## config.mk

```make
export PLATFORM = sky130hd
export DESIGN_NAME = mem_arbiter_flat
export DESIGN_NICKNAME = d
export VERILOG_FILES = /design/src/rtl/mem_arbiter_pkg.sv /design/src/rtl/mem_arbiter_if.sv /design/src/rtl/arb_rr2.sv /design/src/rtl/mem_arbiter.sv /design/src/flat_wrapper.sv
export SDC_FILE = /design/constraint.sdc
export NUM_CORES = 1
export LEC_CHECK = 0
export ABC_AREA = 1
export CAP_MARGIN = 20
export CELL_PAD_IN_SITES_DETAIL_PLACEMENT = 0
export CELL_PAD_IN_SITES_GLOBAL_PLACEMENT = 1
export CORE_MARGIN = 3
export CORE_UTILIZATION = 30
export CTS_CLUSTER_SIZE = 8
export DETAILED_ROUTE_END_ITERATION = 10
export PLACE_DENSITY = 0.87
export SLEW_MARGIN = 20
export SYNTH_ARGS = -nofsm -noshare
export SYNTH_HDL_FRONTEND = slang
export SYNTH_SLANG_ARGS = --single-unit
export TNS_END_PERCENT = 30
```

## constraint.sdc

```tcl
create_clock -name clk -period 6.05 [get_ports clk]
set_input_delay 0.9075 -clock clk [delete_from_list [all_inputs] [get_ports clk]]
set_output_delay 0.9075 -clock clk [all_outputs]
set_load 0.01 [all_outputs]
```

## src/rtl/mem_arbiter_pkg.sv

```systemverilog
`default_nettype none
// +----------------------------------------------------------------------------+
// | Package  : mem_arb_pkg                                                      |
// | Purpose  : Shared constants for the two-requester memory arbiter: FSM state |
// |            encodings, memory direction codes, default bus widths and the    |
// |            timeout counter width helper.                                    |
// | Revision : 1.0 - initial release                                            |
// +----------------------------------------------------------------------------+
package mem_arb_pkg;

  localparam int DEFAULT_ADDR_W = 10;
  localparam int DEFAULT_DATA_W = 32;

  // Arbiter FSM states, 2-bit encoding
  localparam logic [1:0] ST_IDLE = 2'd0;
  localparam logic [1:0] ST_BUSY = 2'd1;
  localparam logic [1:0] ST_RESP = 2'd2;

  // Memory transfer direction
  localparam logic MEM_READ  = 1'b0;
  localparam logic MEM_WRITE = 1'b1;

  // Timeout counter width: at least 8 bits, wider when the limit needs it
  function automatic int cnt_width(input int limit);
    int w;
    w = $clog2(limit + 1);
    return (w < 8) ? 8 : w;
  endfunction

endpackage
`default_nettype wire

```

## src/rtl/mem_arbiter_if.sv

```systemverilog
`default_nettype none
// +----------------------------------------------------------------------------+
// | Interface : mem_arbiter_if                                                  |
// | Purpose   : Bundles both requester handshakes and the main-memory port.     |
// |             slave  = arbiter view, master = requesters + memory view.       |
// | Revision  : 1.0 - initial release                                           |
// +----------------------------------------------------------------------------+
interface mem_arbiter_if
  import mem_arb_pkg::*;
#(
  parameter int ADDR_W = DEFAULT_ADDR_W,
  parameter int DATA_W = DEFAULT_DATA_W
) ();

  // Requester side
  logic              req0;
  logic              req1;
  logic              rw0;
  logic              rw1;
  logic [ADDR_W-1:0] addr0;
  logic [ADDR_W-1:0] addr1;
  logic [DATA_W-1:0] wdata0;
  logic [DATA_W-1:0] wdata1;
  logic              done0;
  logic              done1;
  logic              err0;
  logic              err1;
  logic [DATA_W-1:0] rdata;

  // Main-memory side
  logic              mem_valid;
  logic              mem_read_write;
  logic [ADDR_W-1:0] mem_address;
  logic [DATA_W-1:0] mem_write_data;
  logic [DATA_W-1:0] mem_read_data;
  logic              mem_done;

  modport slave (
    input  req0, req1, rw0, rw1, addr0, addr1, wdata0, wdata1,
    input  mem_read_data, mem_done,
    output done0, done1, err0, err1, rdata,
    output mem_valid, mem_read_write, mem_address, mem_write_data
  );

  modport master (
    output req0, req1, rw0, rw1, addr0, addr1, wdata0, wdata1,
    output mem_read_data, mem_done,
    input  done0, done1, err0, err1, rdata,
    input  mem_valid, mem_read_write, mem_address, mem_write_data
  );

endinterface
`default_nettype wire

```

## src/rtl/arb_rr2.sv

```systemverilog
`default_nettype none
// +----------------------------------------------------------------------------+
// | Module   : arb_rr2                                                          |
// | Purpose  : Combinational 2-way round-robin picker. On a tie the requester   |
// |            that was not granted last wins. gnt_o = 0 selects requester 0.   |
// | Revision : 1.0 - initial release                                            |
// +----------------------------------------------------------------------------+
module arb_rr2 (
  input  wire  req0_i,
  input  wire  req1_i,
  input  wire  last_grant_i,
  output logic gnt_valid_o,
  output logic gnt_o
);

  // Pick a winner from the current requests and the last grant
  always_comb begin
    gnt_valid_o = req0_i | req1_i;
    gnt_o       = 1'b0;
    if (req0_i && req1_i) begin
      gnt_o = ~last_grant_i;
    end else if (req1_i) begin
      gnt_o = 1'b1;
    end
  end

endmodule
`default_nettype wire

```

## src/rtl/mem_arbiter.sv

```systemverilog
`default_nettype none
// +----------------------------------------------------------------------------+
// | Module   : mem_arbiter                                                      |
// | Purpose  : Round-robin arbiter sharing one main-memory port between an      |
// |            instruction cache (req 0) and a data cache (req 1). Latches one  |
// |            whole transaction, holds the memory bus until mem_done, then     |
// |            returns rdata with a one-cycle done pulse.                       |
// | Options  : `define ARB_TIMEOUT_EN to abort BUSY after TIMEOUT_CYCLES cycles |
// |            with an err pulse; otherwise err0/err1 are tied low.             |
// | Revision : 1.0 - initial release                                            |
// +----------------------------------------------------------------------------+
module mem_arbiter
  import mem_arb_pkg::*;
#(
  parameter int ADDR_W         = DEFAULT_ADDR_W,
  parameter int DATA_W         = DEFAULT_DATA_W,
  parameter int TIMEOUT_CYCLES = 64
) (
  input  wire          clk,
  input  wire          reset,
  mem_arbiter_if.slave bus
);

  logic [1:0]        state_q, state_d;
  logic              last_grant_q, last_grant_d;
  logic              gnt_q, gnt_d;
  logic              mem_valid_q, mem_valid_d;
  logic              mem_rw_q, mem_rw_d;
  logic [ADDR_W-1:0] mem_addr_q, mem_addr_d;
  logic [DATA_W-1:0] mem_wdata_q, mem_wdata_d;
  logic [DATA_W-1:0] rdata_q, rdata_d;
  logic              done0_q, done0_d;
  logic              done1_q, done1_d;

  logic              pick_valid;
  logic              pick_gnt;
  logic              timeout_hit;

  arb_rr2 u_rr (
    .req0_i       (bus.req0),
    .req1_i       (bus.req1),
    .last_grant_i (last_grant_q),
    .gnt_valid_o  (pick_valid),
    .gnt_o        (pick_gnt)
  );

`ifdef ARB_TIMEOUT_EN
  localparam int               CNT_W    = cnt_width(TIMEOUT_CYCLES);
  localparam logic [CNT_W-1:0] CNT_LAST = CNT_W'(TIMEOUT_CYCLES - 1);

  logic [CNT_W-1:0] cnt_q, cnt_d;
  logic             err0_q, err0_d;
  logic             err1_q, err1_d;

  // The last permitted BUSY cycle is the one where the counter holds LIMIT-1
  assign timeout_hit = (state_q == ST_BUSY) && (cnt_q == CNT_LAST);

  // Counter restarts in IDLE, counts BUSY cycles; err flags the granted side on abort
  always_comb begin
    cnt_d  = cnt_q;
    err0_d = 1'b0;
    err1_d = 1'b0;
    case (state_q)
      ST_IDLE: cnt_d = '0;
      ST_BUSY: begin
        if (!bus.mem_done) begin
          if (timeout_hit) begin
            err0_d = ~gnt_q;
            err1_d = gnt_q;
          end else begin
            cnt_d = cnt_q + 1'b1;
          end
        end
      end
      default: cnt_d = cnt_q;
    endcase
  end

  // Timeout counter and error flag registers
  always_ff @(posedge clk or posedge reset) begin
    if (reset) begin
      cnt_q  <= '0;
      err0_q <= 1'b0;
      err1_q <= 1'b0;
    end else begin
      cnt_q  <= cnt_d;
      err0_q <= err0_d;
      err1_q <= err1_d;
    end
  end

  assign bus.err0 = err0_q;
  assign bus.err1 = err1_q;
`else
  assign timeout_hit = 1'b0;
  assign bus.err0    = 1'b0;
  assign bus.err1    = 1'b0;
`endif

  // State register
  always_ff @(posedge clk or posedge reset) begin
    if (reset) begin
      state_q <= ST_IDLE;
    end else begin
      state_q <= state_d;
    end
  end

  // Next-state logic; mem_done only matters while BUSY
  always_comb begin
    state_d = state_q;
    case (state_q)
      ST_IDLE: if (pick_valid) state_d = ST_BUSY;
      ST_BUSY: if (bus.mem_done || timeout_hit) state_d = ST_RESP;
      ST_RESP: state_d = ST_IDLE;
      default: state_d = ST_IDLE;
    endcase
  end

  // Output/datapath next values: latch on grant, hold in BUSY, pulse done in RESP
  always_comb begin
    last_grant_d = last_grant_q;
    gnt_d        = gnt_q;
    mem_valid_d  = mem_valid_q;
    mem_rw_d     = mem_rw_q;
    mem_addr_d   = mem_addr_q;
    mem_wdata_d  = mem_wdata_q;
    rdata_d      = rdata_q;
    done0_d      = 1'b0;
    done1_d      = 1'b0;
    case (state_q)
      ST_IDLE: begin
        if (pick_valid) begin
          gnt_d       = pick_gnt;
          mem_valid_d = 1'b1;
          mem_rw_d    = pick_gnt ? bus.rw1    : bus.rw0;
          mem_addr_d  = pick_gnt ? bus.addr1  : bus.addr0;
          mem_wdata_d = pick_gnt ? bus.wdata1 : bus.wdata0;
        end
      end
      ST_BUSY: begin
        if (bus.mem_done || timeout_hit) begin
          mem_valid_d  = 1'b0;
          last_grant_d = gnt_q;
          done0_d      = ~gnt_q;
          done1_d      = gnt_q;
          // A real completion wins over a coincident timeout
          if (bus.mem_done) begin
            if (mem_rw_q == MEM_READ) rdata_d = bus.mem_read_data;
          end else begin
            rdata_d = '0;
          end
        end
      end
      default: begin
        // RESP: done pulses fall back to zero through the defaults
      end
    endcase
  end

  // Datapath and handshake registers
  always_ff @(posedge clk or posedge reset) begin
    if (reset) begin
      last_grant_q <= 1'b1;
      gnt_q        <= 1'b0;
      mem_valid_q  <= 1'b0;
      mem_rw_q     <= 1'b0;
      mem_addr_q   <= '0;
      mem_wdata_q  <= '0;
      rdata_q      <= '0;
      done0_q      <= 1'b0;
      done1_q      <= 1'b0;
    end else begin
      last_grant_q <= last_grant_d;
      gnt_q        <= gnt_d;
      mem_valid_q  <= mem_valid_d;
      mem_rw_q     <= mem_rw_d;
      mem_addr_q   <= mem_addr_d;
      mem_wdata_q  <= mem_wdata_d;
      rdata_q      <= rdata_d;
      done0_q      <= done0_d;
      done1_q      <= done1_d;
    end
  end

  assign bus.mem_valid      = mem_valid_q;
  assign bus.mem_read_write = mem_rw_q;
  assign bus.mem_address    = mem_addr_q;
  assign bus.mem_write_data = mem_wdata_q;
  assign bus.rdata          = rdata_q;
  assign bus.done0          = done0_q;
  assign bus.done1          = done1_q;

endmodule
`default_nettype wire

```

## src/flat_wrapper.sv

```systemverilog
// flat-port wrapper written by rule: the top's interface ports become plain ports
module mem_arbiter_flat import mem_arb_pkg::*;
#(
  parameter int ADDR_W         = DEFAULT_ADDR_W,
  parameter int DATA_W         = DEFAULT_DATA_W,
  parameter int TIMEOUT_CYCLES = 64
)
  (clk, reset, bus_req0, bus_req1, bus_rw0, bus_rw1, bus_addr0, bus_addr1, bus_wdata0, bus_wdata1, bus_mem_read_data, bus_mem_done, bus_done0, bus_done1, bus_err0, bus_err1, bus_rdata, bus_mem_valid, bus_mem_read_write, bus_mem_address, bus_mem_write_data);
  mem_arbiter_if #(.ADDR_W(ADDR_W), .DATA_W(DATA_W)) bus_i ();
  input  wire clk;
  input  wire reset;
  input wire logic [$bits(bus_i.req0)-1:0] bus_req0;
  input wire logic [$bits(bus_i.req1)-1:0] bus_req1;
  input wire logic [$bits(bus_i.rw0)-1:0] bus_rw0;
  input wire logic [$bits(bus_i.rw1)-1:0] bus_rw1;
  input wire logic [$bits(bus_i.addr0)-1:0] bus_addr0;
  input wire logic [$bits(bus_i.addr1)-1:0] bus_addr1;
  input wire logic [$bits(bus_i.wdata0)-1:0] bus_wdata0;
  input wire logic [$bits(bus_i.wdata1)-1:0] bus_wdata1;
  input wire logic [$bits(bus_i.mem_read_data)-1:0] bus_mem_read_data;
  input wire logic [$bits(bus_i.mem_done)-1:0] bus_mem_done;
  output wire logic [$bits(bus_i.done0)-1:0] bus_done0;
  output wire logic [$bits(bus_i.done1)-1:0] bus_done1;
  output wire logic [$bits(bus_i.err0)-1:0] bus_err0;
  output wire logic [$bits(bus_i.err1)-1:0] bus_err1;
  output wire logic [$bits(bus_i.rdata)-1:0] bus_rdata;
  output wire logic [$bits(bus_i.mem_valid)-1:0] bus_mem_valid;
  output wire logic [$bits(bus_i.mem_read_write)-1:0] bus_mem_read_write;
  output wire logic [$bits(bus_i.mem_address)-1:0] bus_mem_address;
  output wire logic [$bits(bus_i.mem_write_data)-1:0] bus_mem_write_data;
  assign bus_i.req0 = bus_req0;
  assign bus_i.req1 = bus_req1;
  assign bus_i.rw0 = bus_rw0;
  assign bus_i.rw1 = bus_rw1;
  assign bus_i.addr0 = bus_addr0;
  assign bus_i.addr1 = bus_addr1;
  assign bus_i.wdata0 = bus_wdata0;
  assign bus_i.wdata1 = bus_wdata1;
  assign bus_i.mem_read_data = bus_mem_read_data;
  assign bus_i.mem_done = bus_mem_done;
  assign bus_done0 = bus_i.done0;
  assign bus_done1 = bus_i.done1;
  assign bus_err0 = bus_i.err0;
  assign bus_err1 = bus_i.err1;
  assign bus_rdata = bus_i.rdata;
  assign bus_mem_valid = bus_i.mem_valid;
  assign bus_mem_read_write = bus_i.mem_read_write;
  assign bus_mem_address = bus_i.mem_address;
  assign bus_mem_write_data = bus_i.mem_write_data;
  mem_arbiter #(.ADDR_W(ADDR_W), .DATA_W(DATA_W), .TIMEOUT_CYCLES(TIMEOUT_CYCLES)) u_core (.clk(clk), .reset(reset), .bus(bus_i));
endmodule
```

== Word level (Yosys, flattened, before mapping) ==
Cells that the tools add are included.
Storage, ports and cells
  register bits after elaboration: 82
  input bits: 123
  logic and storage cells: 40
Operators by class
  eq/ne operators: 3
  multiplexer cells: 15
  bitwise operators: 4
  reductions and logical operators: 8
Operator list (number)
  $mux 32: 1
  $mux 10: 1
  $mux 1: 9
  $reduce_and 2->1: 3
  $reduce_and 3->1: 2
  $mux 2: 2
  $pmux 2 s2: 1
  $not 1->1: 3
  $eq 2x1->1 const B: 1
  $logic_not 2->1: 1
  $ne 2x1->1 const B: 1
  $ne 2x2->1 const B: 1
  $pmux 1 s2: 1
  $reduce_bool 2->1: 1
  $logic_and 1x1->1: 1
  $or 1x1->1: 1

== Logic depth before layout (Yosys ltp) ==
Gate-level depths: netlist (run 1).
  depth in word-level cells: 3
  gate-level depth with buffers: 6

== Cells and area by module ==
Synthesis (run 1) repeated with hierarchy kept, for this count alone.
Second synthesis, totals
  cells, all modules: 493
  area, all modules: 3722.3 sq um
Modules (own cells, without submodules)
  mem_arbiter: times used 1, cells an instance 490, area an instance 3707.3 sq um, seq. area each 2053.2 sq um
  arb_rr2: times used 1, cells an instance 3, area an instance 15.0 sq um, seq. area each 0.0 sq um

== Worst setup path after synthesis (run 1) ==
OpenSTA, ideal clock, no wires.
  path kind: input-to-reg
  start point: input bus_req1
  end point: register u_core.mem_addr_q[3] (netlist: u_core.bus.mem_address[3])
  setup time: 0.118 ns
  arrival: 1.580 ns
  slack: 4.353 ns
  stages: 6
  buffers on the path: 2
  path through: buf_4 -> nor2_1 -> nor2_4 -> buf_4 -> nand3_1 -> nand2_1
On the way
  word-level cells in the longest chain between the ends: 3
Ends and longest elaborated chain
  start: declaration: line flat_wrapper.sv:13  | input wire logic [$bits(bus_i.req1)-1:0] bus_req1;
  $mux 1 or $logic_and 1x1->1 (tied branches): line arb_rr2.sv:22, arb_rr2.sv:20
  $mux 1: line arb_rr2.sv:20  | if (req0_i && req1_i) begin
  $mux 10: line mem_arbiter.sv:137  | mem_addr_d = pick_gnt ? bus.addr1 : bus.addr0;
  end signal: assignment: line mem_arbiter.sv:178  | mem_addr_q <= mem_addr_d;
  end: declaration: line mem_arbiter.sv:29  | logic [ADDR_W-1:0] mem_addr_q, mem_addr_d;
Several ways; a longest one is shown, not always the timed one.
A chain may end at the register's enable or synchronous reset.

== Worst setup path after layout (run 1) ==
  start point: input bus_req0
  end point: register u_core.mem_wdata_q[22] (netlist: u_core.bus.mem_write_data[22])
On the way
  word-level cells in the longest chain between the ends: 3
Ends and longest elaborated chain
  start: declaration: line flat_wrapper.sv:12  | input wire logic [$bits(bus_i.req0)-1:0] bus_req0;
  $logic_and 1x1->1: line arb_rr2.sv:20
  $mux 1: line arb_rr2.sv:20
  $mux 32: line mem_arbiter.sv:138  | mem_wdata_d = pick_gnt ? bus.wdata1 : bus.wdata0;
  end signal: assignment: line mem_arbiter.sv:179  | mem_wdata_q <= mem_wdata_d;
  end: declaration: line mem_arbiter.sv:30  | logic [DATA_W-1:0] mem_wdata_q, mem_wdata_d;
Several ways; a longest one is shown, not always the timed one.

==> results of run 1 <==
## cells by family (layout without fill, tap and decap cells)
family	after synthesis	count (layout)	synth area share
simple gates	327	327	0.349
buf+inv	126	313	0.132
flops	82	82	0.512
compound gates	4	4	0.00593
other cells	1	2	0.000935
## area by class of cell
| type | count | area, µm² | area share |
|---|---|---|---|
| tap | 172 | 215 | 0.0336 |
| inverter | 93 | 350 | 0.0547 |
| clock buffer | 11 | 243 | 0.0379 |
| clock inverter | 5 | 77.6 | 0.0121 |
| sequential | 82 | 2050 | 0.321 |
| timing repair buffer | 204 | 2030 | 0.317 |
| multi-input combinational | 333 | 1440 | 0.224 |
## report_power, final
group	internal [mW]	switching, mW
Clock	0.371	0.211
Sequential	0.813	0.156
Combinational	0.658	0.639
Total	1.84	1.01
## worst reg2reg max path, cell delays in order, from the launching register on
cell	delay, ps
dfstp_2	550
nand2_2	480
nand2_2	890
nand2_1	130
nand3_1	120
nand2_1	70
## through the flow
| stage | total power [mW] | hold WS (ps) | area [µm²] | cells | setup WS (ps) |
|---|---|---|---|---|---|
| after global routing | 3.07 | 485 | 6410 | 900 | 2790 |
| final | 2.85 | 469 | 6410 | 900 | 3050 |
| after floorplan | 1.59 | 426 | 4010 | 541 | 3040 |
| after detailed placement | 2.29 | 459 | 6080 | 884 | 2660 |
| after CTS | 2.89 | 473 | 6400 | 900 | 3020 |
| after global placement | 2.27 | 452 | 6080 | 884 | 2750 |
## layout by cell type (no fill, tap or decap)
cell / n
nor2_1: 4
bufinv_16: 2
nand3_1: 118
buf_4: 3
nand2_1: 200
clkinvlp_4: 1
clkbuf_8: 1
buf_6: 1
o21ai_4: 1
clkinv_2: 3
nor2_4: 2
dfstp_2: 1
clkdlybuf4s50_1: 199
buf_2: 1
nand2_2: 2
inv_1: 90
inv_2: 2
nor2_2: 1
clkbuf_1: 1
dfrtp_1: 81
o21ai_0: 3
clkbuf_16: 9
conb_1: 2
## registers in the layout, indices dropped and copies added (netlist names)
signal / count
u_core.gnt_q: 1
u_core.bus.done1: 1
u_core.state_q: 2
u_core.last_grant_q: 1
u_core.bus.done0: 1
u_core.bus.rdata: 32
u_core.bus.mem_valid: 1
u_core.bus.mem_read_write: 1
u_core.bus.mem_write_data: 32
u_core.bus.mem_address: 10
## routing by layer
layer | GRT usage | vias to the layer above | routed length, µm
met5 | 0 | - | 0
met4 | 0.0553 | 0 | 151
met3 | 0.0418 | 11 | 1070
met2 | 0.240 | 164 | 5260
met1 | 0.215 | 1811 | 5190
li1 | - | 1996 | -
## worst max path at each step
| stage | endpoint | cells past startpoint | slack [ps] | start |
|---|---|---|---|---|
| after floorplan | u_core.bus.done0 | 1 | 3040 | reset |
| after global placement | u_core.bus.mem_read_write | 6 | 2750 | bus_req0 |
| after detailed placement | u_core.bus.mem_write_data[22] | 6 | 2660 | bus_req0 |
| after CTS | u_core.bus.mem_write_data[22] | 6 | 3020 | bus_req0 |
| after global routing | u_core.bus.mem_write_data[23] | 6 | 2790 | bus_req0 |
| final | u_core.bus.mem_write_data[22] | 6 | 3050 | bus_req0 |
==> impl_metrics.py, run 1 <==
metrics = {
    "clocking": {
        "cts_tree": "yes",
        "clkTransAtPathRegs_ps": 60,
        "cts_buffers": 9,
        "clock_latency_ps": 320,
        "htreeDepth": 3,
        "post_cts_buffers": 0,
        "hold_buffers": 0,
        "cts_root_buffer": "clkbuf_16",
        "cts.path.max_buffers": 2,
        "cts_resized": 0,
        "cts.sinks": 82,
    },
    "die": {
        "die_y_um": 122,
        "rows": 41,
        "die_w_um": 122,
        "pin_count": 203,
        "start_util": 0.313,
        "die_area_mm2": 0.0148,
        "core_area_mm2": 0.0128,
    },
    "grt": {
        "first_global_vias": 3799,
        "grt_max_degree": 83,
        "track_usage": 0.157,
        "grt_pass1_wl_um": 18700,
        "globalRoute.totalOverflow": 0,
        "antenna_found_initial": 0,
    },
    "critical_path": {
        "cp.required_ps": 6310,
        "endpoint_kind": "register",
        "path_class": "in -> reg",
        "r2r_setup_slack_ps": 3690,
        "critPathBufInv": 1,
        "crit_family": "simple AND/OR/NAND/NOR gates",
        "start_kind": "primary input",
        "path_max_fanout": 44,
        "reg2reg_depth": 5,
        "arrival_ps": 3260,
        "reg2reg_from": "u_core.last_grant_q",
        "slowest_delay_ps": 740,
        "cp_cell_sequence": "clkdlybuf4s50_1, nand2_2, nand2_2, nand2_1, nand3_1, nand2_1",
        "reg2reg_to": "u_core.bus.mem_write_data[22]",
        "slowest_stage": "nand2_2",
    },
    "layout": {
        "layout.nets": 846,
        "fin_util": 0.500,
        "fillers": 1225,
        "drive_gt1_frac": 0.0412,
        "area_growth_pct": 59.8,
        "diodes": 0,
    },
    "timing": {
        "hold_viol": 0,
        "rsz0062_at_grt": "no",
        "fin_setup_tns_ps": 0,
        "setup_viol": 0,
        "slew_violations": 0,
        "clock_skew_ps": 2.91,
        "min_period_over_period": 0.496,
        "maxClockFrequency_mhz": 333,
        "worstMarginPinSlew_ps": 1020,
        "period_needed_ps": 3000,
        "max_slew_margin": 0.321,
    },
    "status": {
        "status": "complete, no violations",
    },
    "yosys": {
        "async_flop_share": 1.00,
        "synth_cells": 540,
        "synth_ff_type": "dfrtp_1",
        "synth_top_cell_by_area": "dfrtp_1",
        "yosysMostFrequentCell": "nand2_1",
        "yosysUniqueCellTypes": 17,
        "syn_area_per_cell_um2": 7.42,
        "ys_warn_count": 0,
        "synth.top_cell.area_share": 0.506,
        "ys_top_cells_by_count": "200 x nand2_1, 118 x nand3_1, 91 x inv_1, 81 x dfrtp_1, 13 x buf_2",
        "synth_area_leaders": "dfrtp_1 51%, nand2_1 19%, nand3_1 15%",
        "synth_edf_count": 0,
        "ys_seq_area_frac": 0.512,
        "synthesis.area_mm2": 0.00401,
        "yosys_register_bits": 82,
    },
    "min_path": {
        "holdPathEnd": "u_core.bus.rdata[11]",
        "holdPathStages": 2,
        "hold_class": "reg -> reg",
        "hold_start": "u_core.bus.rdata[11]",
    },
    "route": {
        "wl_per_cell_um": 13.0,
        "drt_first_iter_violations": 234,
        "via_per_inst": 4.42,
        "drc": 0,
        "ant_nets": 0,
        "vias": 3982,
        "firstDrtPassIters": 5,
        "drt_wl_total_um": 11700,
    },
    "power": {
        "total_leakage_power_nw": 3.31,
        "p_per_area_mw_per_mm2": 445,
        "irDropWorstVdd_mv": 0.151,
    },
    "placement": {
        "place_hpwl_um": 8170,
        "io_buffers": 200,
        "place.gp.congestion": 0.795,
    },
    "job": {
        "maxCapViolCount": 0,
    },
}
(Power assumes the default switching activity.)
==> run 2: changes to the inputs <==
--- a/config.mk
+++ b/config.mk
@@ -10,10 +10,10 @@
 export CELL_PAD_IN_SITES_DETAIL_PLACEMENT = 0
 export CELL_PAD_IN_SITES_GLOBAL_PLACEMENT = 1
 export CORE_MARGIN = 3
-export CORE_UTILIZATION = 30
+export CORE_UTILIZATION = 25
 export CTS_CLUSTER_SIZE = 8
 export DETAILED_ROUTE_END_ITERATION = 10
-export PLACE_DENSITY = 0.87
+export PLACE_DENSITY = 0.77
 export SLEW_MARGIN = 20
 export SYNTH_ARGS = -nofsm -noshare
 export SYNTH_HDL_FRONTEND = slang
==> constraint.sdc (replaced) <==
create_clock -name clk -period 2.6 [get_ports clk]
set_input_delay 0.39 -clock clk [delete_from_list [all_inputs] [get_ports clk]]
set_output_delay 0.39 -clock clk [all_outputs]
set_load 0.01 [all_outputs]
==> run 2 against run 1 <==
  * Clock skew rose by 5.4 ps
  * Wire length increased by 10%
  * Sequential share of layout area decreased by 0.74 points
  * Combinational power rose by 140%
  * Via count grew 1.3%
  * Non-clock buffer count rose by 6
  * Register-to-register slack lost 2700 ps
  * Sequential power is 130% higher
  * Hold slack got worse by 60 ps
  * Final area is 2.4% higher
  * Setup slack got worse by 2200 ps
==> impl_metrics.py, run 2 (synthesis gave the netlist of run 1 again) <==
metrics = {
    "critical_path": {
        "crit_family": "buffers and inverters",
        "path_max_fanout": 3,
        "start_kind": "register",
        "cp.required_ps": 2210,
        "endpoint_kind": "output pin",
        "critPathBufInv": 1,
        "cp_cell_sequence": "clkdlybuf4s50_1",
        "path_class": "reg -> out",
        "slowest_delay_ps": 600,
        "slowest_stage": "clkdlybuf4s50_1",
        "arrival_ps": 1350,
    },
    "grt": {
        "track_usage": 0.149,
        "globalRoute.totalOverflow": 0,
        "antenna_found_initial": 0,
        "first_global_vias": 4208,
        "grt_max_degree": 42,
        "grt_pass1_wl_um": 21200,
    },
    "status": {
        "status": "complete, no violations",
    },
    "timing": {
        "slew_violations": 0,
        "fin_setup_tns_ps": 0,
        "clock_skew_ps": 8.34,
        "min_period_over_period": 0.668,
        "worstMarginPinSlew_ps": 549,
        "rsz0062_at_grt": "no",
        "period_needed_ps": 1740,
        "setup_viol": 0,
        "max_slew_margin": 0.634,
        "maxClockFrequency_mhz": 576,
        "hold_viol": 0,
    },
    "power": {
        "p_per_area_mw_per_mm2": 1040,
        "irDropWorstVdd_mv": 0.407,
        "total_power_mw": 6.79,
        "total_leakage_power_nw": 3.36,
    },
    "route": {
        "drt_wl_total_um": 12800,
        "ant_nets": 0,
        "drc": 0,
        "vias": 4032,
        "wl_per_cell_um": 13.6,
        "via_per_inst": 4.26,
        "drt_first_iter_violations": 155,
        "firstDrtPassIters": 4,
    },
    "clocking": {
        "cts.sinks": 82,
        "cts_root_buffer": "clkbuf_16",
        "cts_resized": 0,
        "clkTransAtPathRegs_ps": 60,
        "clock_latency_ps": 340,
        "cts_buffers": 9,
        "hold_buffers": 0,
        "post_cts_buffers": 0,
        "cts.path.max_buffers": 2,
        "htreeDepth": 3,
        "cts_tree": "yes",
    },
    "die": {
        "start_util": 0.260,
        "die_y_um": 133,
        "pin_count": 203,
        "core_area_mm2": 0.0154,
        "die_w_um": 133,
        "rows": 45,
        "die_area_mm2": 0.0176,
    },
    "layout": {
        "final_area_mm2": 0.00656,
        "area_growth_pct": 63.6,
        "layout_commonest_cell": "nand2_1",
        "fillers": 1571,
        "stdcell_count": 946,
        "layout.nets": 852,
        "layout_common_cells": "200 x nand2_1, 199 x clkdlybuf4s50_1, 118 x nand3_1",
        "drive_gt1_frac": 0.0490,
    },
    "placement": {
        "place_area_mm2": 0.00623,
        "place_inst": 929,
        "place.gp.congestion": 0.794,
        "place_hpwl_um": 9440,
        "io_buffers": 200,
    },
    "min_path": {
        "hold_class": "in -> async",
    },
    "job": {
        "maxCapViolCount": 0,
    },
}
[run 2: power breakdown]
| group | switching, mW | internal [mW] |
|---|---|---|
| Clock | 0.512 | 0.874 |
| Sequential | 0.361 | 1.89 |
| Combinational | 1.55 | 1.60 |
| Total | 2.42 | 4.37 |
[run 2: worst paths after layout]
path                                            from                            end  slack (ps)  cells past startpoint
setup reg to reg                 u_core.last_grant_q  u_core.bus.mem_write_data[10]        1040                      6
max in group asynchronous                      reset            u_core.last_grant_q        1540                      3
setup / recovery           u_core.bus.mem_read_write             bus_mem_read_write         860                      1
hold reg to reg                         u_core.gnt_q               u_core.bus.done0         460                      1
hold / removal                                 reset   u_core.bus.mem_write_data[3]         410                      2
min in group clk                        u_core.gnt_q               u_core.bus.done0         460                      1
[run 2: per-stage QoR]
stage                     setup WS, ps  utilization  hold slack (ps)
after floorplan                    103            -              426
after global placement             638        0.404              452
after detailed placement           559        0.404              451
after CTS                          836        0.425              423
after global routing               773        0.425              464
final                              864        0.425              409
[run 2: routing by layer]
layer | vias up | global-route usage | part of all wire | routed length (µm)
met3 | 15 | 0.0536 | 0.082 | 1050
li1 | 2004 | - | - | -
met1 | 1842 | 0.190 | 0.46 | 5840
met2 | 171 | 0.235 | 0.45 | 5710
met4 | 0 | 0.0514 | 0.017 | 223
met5 | - | 0 | 0 | 0
[run 2: cell type report]
class / count / area [µm²] / area share
multi-input combinational: 333 / 1440 / 0.219
inverter: 93 / 350 / 0.0534
sequential: 82 / 2050 / 0.313
antenna: 1 / 2.50 / 0.000382
tap: 211 / 264 / 0.0403
timing repair buffer: 210 / 2120 / 0.324
clock buffer: 11 / 243 / 0.0370
clock inverter: 5 / 86.3 / 0.0132
